**src/rtl/display_scan_ctrl_if.sv**
```systemverilog
// display_scan_ctrl_if
//   Bundles the scan controller's enable input and display-drive outputs.
//   Signals:
//     en     - scan enable (0 freezes scanning and darkens the display)
//     select - nibble mux select, 1 = switch1 nibble (digit 1), 0 = switch2 nibble (digit 2)
//     an1_n  - digit-1 anode enable, active-low
//     an2_n  - digit-2 anode enable, active-low
//     frame  - one-cycle strobe at the end of a full frame
//   Modports: master drives en and observes the display signals;
//             slave is the controller side.
interface display_scan_ctrl_if;
  logic en;
  logic select;
  logic an1_n;
  logic an2_n;
  logic frame;

  modport master (output en, input select, input an1_n, input an2_n, input frame);
  modport slave  (input en, output select, output an1_n, output an2_n, output frame);
endinterface

```
**src/rtl/display_scan_ctrl.sv**
```systemverilog
// display_scan_ctrl
//   Time-multiplexing controller for a dual seven-segment display. Alternates
//   the nibble mux select between digit 1 and digit 2, lighting each digit's
//   anode for DWELL cycles per visit. When built with SCAN_BLANK_EN defined,
//   both anodes are dark for BLANK cycles before each digit is lit, so the
//   select change always happens with the display off.
//   Parameters:
//     DWELL - cycles each digit is lit per visit (>= 1)
//     BLANK - cycles of blanking before each digit (SCAN_BLANK_EN only, >= 1)
//   Ports:
//     clk   - system clock
//     reset - synchronous, active-low reset
//     scan  - display_scan_ctrl_if.slave (en in; select, an1_n, an2_n, frame out)
//   Configuration macro: SCAN_BLANK_EN (undefined = SHOW1 <-> SHOW2 only).
module display_scan_ctrl #(
  parameter int unsigned DWELL = 50000,
  parameter int unsigned BLANK = 500
) (
  input  logic                clk,
  input  logic                reset,
  display_scan_ctrl_if.slave  scan
);

  localparam int unsigned MAXC = (DWELL > BLANK) ? DWELL : BLANK;
  localparam int unsigned CW   = (MAXC > 1) ? $clog2(MAXC) : 1;
  localparam logic [CW-1:0] DLAST = CW'(DWELL - 1);

`ifdef SCAN_BLANK_EN
  localparam logic [CW-1:0] BLAST = CW'(BLANK - 1);
  typedef enum logic [1:0] {BLANK_TO1, SHOW1, BLANK_TO2, SHOW2} state_t;
  localparam state_t RESET_ST = BLANK_TO1;
`else
  typedef enum logic {SHOW1, SHOW2} state_t;
  localparam state_t RESET_ST = SHOW1;
`endif

  state_t        state;
  state_t        nxt;
  logic [CW-1:0] cnt;
  logic [CW-1:0] lim;
  logic          sel_q;
  logic          an1_q;
  logic          an2_q;

  // {select, an1_n, an2_n} decoded from a state
  function automatic logic [2:0] decode(input state_t s);
    logic [2:0] d;
    d = 3'b111;
    case (s)
`ifdef SCAN_BLANK_EN
      BLANK_TO1: d = 3'b111;
      BLANK_TO2: d = 3'b011;
`endif
      SHOW1:     d = 3'b101;
      SHOW2:     d = 3'b010;
      default:   d = 3'b111;
    endcase
    return d;
  endfunction

  always_comb begin
    nxt = RESET_ST;
    lim = DLAST;
    case (state)
`ifdef SCAN_BLANK_EN
      BLANK_TO1: begin nxt = SHOW1;     lim = BLAST; end
      SHOW1:     begin nxt = BLANK_TO2; lim = DLAST; end
      BLANK_TO2: begin nxt = SHOW2;     lim = BLAST; end
      SHOW2:     begin nxt = BLANK_TO1; lim = DLAST; end
`else
      SHOW1:     begin nxt = SHOW2;     lim = DLAST; end
      SHOW2:     begin nxt = SHOW1;     lim = DLAST; end
`endif
      default:   begin nxt = RESET_ST;  lim = DLAST; end
    endcase
  end

  // Outputs are registered alongside the state: the decoded value of the
  // state being entered is loaded on the same edge as the state itself.
  always_ff @(posedge clk) begin
    if (!reset) begin
      state                 <= RESET_ST;
      cnt                   <= '0;
      {sel_q, an1_q, an2_q} <= decode(RESET_ST);
    end else if (scan.en) begin
      if (cnt == lim) begin
        state                 <= nxt;
        cnt                   <= '0;
        {sel_q, an1_q, an2_q} <= decode(nxt);
      end else begin
        cnt <= cnt + CW'(1);
      end
    end
  end

  // Anode gating by en and reset is combinational so darkening is immediate.
  assign scan.select = sel_q;
  assign scan.an1_n  = an1_q | ~scan.en | ~reset;
  assign scan.an2_n  = an2_q | ~scan.en | ~reset;
  assign scan.frame  = reset & scan.en & (state == SHOW2) & (cnt == DLAST);

endmodule

```
**src/flat_wrapper.sv**
```systemverilog
// flat-port wrapper written by rule: the top's interface ports become plain ports
module display_scan_ctrl_flat 
#(
  parameter int unsigned DWELL = 50000,
  parameter int unsigned BLANK = 500
)
  (clk, reset, scan_en, scan_select, scan_an1_n, scan_an2_n, scan_frame);
  display_scan_ctrl_if scan_i ();
  input  logic clk;
  input  logic reset;
  input wire logic [$bits(scan_i.en)-1:0] scan_en;
  output wire logic [$bits(scan_i.select)-1:0] scan_select;
  output wire logic [$bits(scan_i.an1_n)-1:0] scan_an1_n;
  output wire logic [$bits(scan_i.an2_n)-1:0] scan_an2_n;
  output wire logic [$bits(scan_i.frame)-1:0] scan_frame;
  assign scan_i.en = scan_en;
  assign scan_select = scan_i.select;
  assign scan_an1_n = scan_i.an1_n;
  assign scan_an2_n = scan_i.an2_n;
  assign scan_frame = scan_i.frame;
  display_scan_ctrl #(.DWELL(DWELL), .BLANK(BLANK)) u_core (.clk(clk), .reset(reset), .scan(scan_i));
endmodule
```
**config.mk**
```make
export PLATFORM = sky130hd
export DESIGN_NAME = display_scan_ctrl_flat
export DESIGN_NICKNAME = d
export VERILOG_FILES = /design/src/rtl/display_scan_ctrl_if.sv /design/src/rtl/display_scan_ctrl.sv /design/src/flat_wrapper.sv
export SDC_FILE = /design/constraint.sdc
export NUM_CORES = 1
export LEC_CHECK = 0
export CAP_MARGIN = 20
export CORE_UTILIZATION = 59
export CTS_CLUSTER_DIAMETER = 80
export DETAILED_ROUTE_END_ITERATION = 10
export PLACE_DENSITY = 0.81
export SETUP_SLACK_MARGIN = 0.3
export SLEW_MARGIN = 20
export SYNTH_ARGS = -nofsm -noshare
export SYNTH_HDL_FRONTEND = slang
export SYNTH_SLANG_ARGS = --single-unit
```
**constraint.sdc**
```tcl
create_clock -name clk -period 4.4 [get_ports clk]
set_clock_uncertainty 0.15 [all_clocks]
set_input_delay 0.66 -clock clk [delete_from_list [all_inputs] [get_ports clk]]
set_output_delay 0.66 -clock clk [all_outputs]
set_load 0.02 [all_outputs]
```
==> flow_summary.json <==
{
  "synth_cells": 95,
  "synthArstFlopShare_pct": 0,
  "pin_count": 7,
  "synth_compound_area_share_pct": 2.97,
  "outcome": "complete, no violations",
  "wl_per_cell_um": 13.6,
  "clkSinkCount": 18,
  "p_per_area_nw_per_um2": 267,
  "hold_violations": 0,
  "grt_start_max_net_pins": 17,
  "synth_mux_area_share_pct": 2.26,
  "min-delay-path-class": "reg2reg",
  "nets": 107,
  "rr_worst_depth": 5,
  "rsz0062_at_grt": "false",
  "syn_area_um2": 885,
  "setup_viol": 0,
  "irDropWorstVdd_mv": 0.170,
  "viasPerCell": 5.91,
  "post_cts_buffers": 0,
  "first_pass_iters": 3,
  "gr-usage-all-layers_pct": 22.1,
  "synth_adder_area_share_pct": 1.41,
  "clock_tree.root_cell": "clkbuf_4",
  "grt_pass1_wl_um": 2400,
  "die_area_um2": 1660,
  "synth_common_cells": "18 x dfxtp_1, 15 x nor2_1, 8 x nand2_1, 8 x nand4_1",
  "synth_area_leader_cell": "dfxtp_1",
  "syn_avg_cell_area_um2": 9.31,
  "path_class": "in2out",
  "finalMaxSlewViolations": 0,
  "clk_path_buf_depth": 2,
  "yosysMostFrequentCell": "dfxtp_1",
  "synth_area_leaders": "dfxtp_1 41%, xnor2_1 6.9%, xor2_1 6.9%",
  "timing.hold.ws_ns": 0.353,
  "leakage_nw": 0.320,
  "drv_cap": 0,
  "worstMarginPinSlew_ns": 0.362,
  "crit_fanout": 10,
  "worst_slew_margin_rel_pct": 75.6,
  "ant_nets": 0,
  "place_congestion": 0.855,
  "synth-main-ff-cell": "dfxtp_1",
  "finalCriticalPeriod_ns": 3.34,
  "start_util_pct": 65.5,
  "die_x_um": 40.7,
  "drt_wl_total_um": 1570,
  "fin_util_pct": 70.8,
  "synth_edf_count": 0,
  "arrival_ns": 2.53,
  "synthXorXnorAreaFrac_pct": 13.9,
  "synth_nets": 99,
  "cts_hold_buf": 0,
  "cts_tree": "done",
  "portBuffers": 6,
  "fin_tns_setup_ns": 0,
  "finalCritPeriodShare_pct": 75.9,
  "start_kind": "input pin",
  "drt_iter0_markers": 7,
  "fmax_mhz": 299,
  "die_h_um": 40.7,
  "row_count": 13,
  "synth_top_family_by_area": "simple AND/OR/NAND/NOR gates",
  "antenna_found_initial": 0,
  "worst_hold_path.num_cells": 2,
  "cts_max_level": 1,
  "cp_data_required_time_ns": 3.59,
  "core_um2": 1350,
  "cts.repair.resized": 0,
  "ys_seq_elements": 18,
  "antenna_cells": 0,
  "yosysTopAreaCellShare_pct": 40.7,
  "area_growth_pct": 8.06,
  "clkTransAtPathRegs_ns": 0.09,
  "ys_warn_count": 0,
  "grt_pass1_vias": 553,
  "vias": 685,
  "post-dp-hpwl_um": 1120,
  "synthSimpleGateAreaFrac_pct": 35.4,
  "synth_seq_area_share_pct": 40.7,
  "drive_gt1_share_pct": 9.90,
  "cts_buffers": 3,
  "overflow": 0,
  "endpoint_kind": "output pin",
  "ys_types": 29,
  "insertion_delay_ns": 0.28,
  "drc": 0
}
worst max-delay path: stages:
cell             delay, ns
clkdlybuf4s50_1       0.68
nand4_1               0.24
nor4_1                0.31
clkdlybuf4s50_1       0.64
sequential cells by signal, indices dropped and copies added, names as in the netlist:
name	count
u_core.an1_q	1
u_core.an2_q	1
u_core.cnt	16
power breakdown:
| part | internal, W | total (W) | switching (W) |
|---|---|---|---|
| sequential | 0.000165 | 0.000166 | 0.00000161 |
| clock | 0.0000318 | 0.0000762 | 0.0000444 |
| combinational | 0.00000539 | 0.0000126 | 0.00000719 |
area by class of cell:
type / count / area [um^2]
multi-input combinational: 74 / 494
tap: 15 / 18.8
clock buffer: 3 / 22.5
fill: 106 / 394
timing repair buffer: 6 / 60.1
sequential: 18 / 360
path summary, 6_finish.rpt:
check	startpoint	endpoint	slack, ns
worst max-delay path	scan_en	scan_frame	1.06
worst min-delay path	u_core.cnt[15]	u_core.cnt[15]	0.35
worst max register to register	u_core.cnt[0]	u_core.cnt[3]	2.61
worst min register to register	u_core.cnt[15]	u_core.cnt[15]	0.35
routing by layer:
layer	vias to the layer above	global-route usage, %	share of wire (%)
li1	356	-	-
met1	315	32.0	54
met2	12	30.6	42
met3	2	6.52	3.4
met4	0	8.33	0.83
met5	-	0	0
cells by family after synthesis:
family                     after synthesis
and+or+nand+nor                         53
adders and majority gates                1
xor gates and xnor gates                14
muxes                                    2
AOI/OAI and AO/OA                        4
DFF                                     18
buffers and inverters                    3
per-stage QoR:
stage               instances  instance area, um^2  worst slack (ns)  total power [W]
finish                    116                  956              1.06         0.000255
global route              116                  956             0.941         0.000266
CTS                       116                  956              1.07         0.000259
detailed placement        113                  933              1.07         0.000183
global placement          113                  933              1.11         0.000182
floorplan                  95                  885              1.95         0.000180
layout by cell type (no fill, tap or decap), drive strengths merged:
cell / instances
or4: 1
mux2i: 2
and2: 1
nand3b: 2
a21oi: 2
nor4b: 1
and4bb: 1
xor2: 7
nand3: 3
nand2: 9
nor3: 2
nand4bb: 2
clkbuf: 3
nor2: 15
nor4: 3
or3: 1
dfxtp: 18
o21ai: 1
and3: 2
clkdlybuf4s50: 6
and4: 2
ha: 1
xnor2: 7
o31ai: 1
nand4: 8
Note: power is estimated with default switching activity, not from simulation.
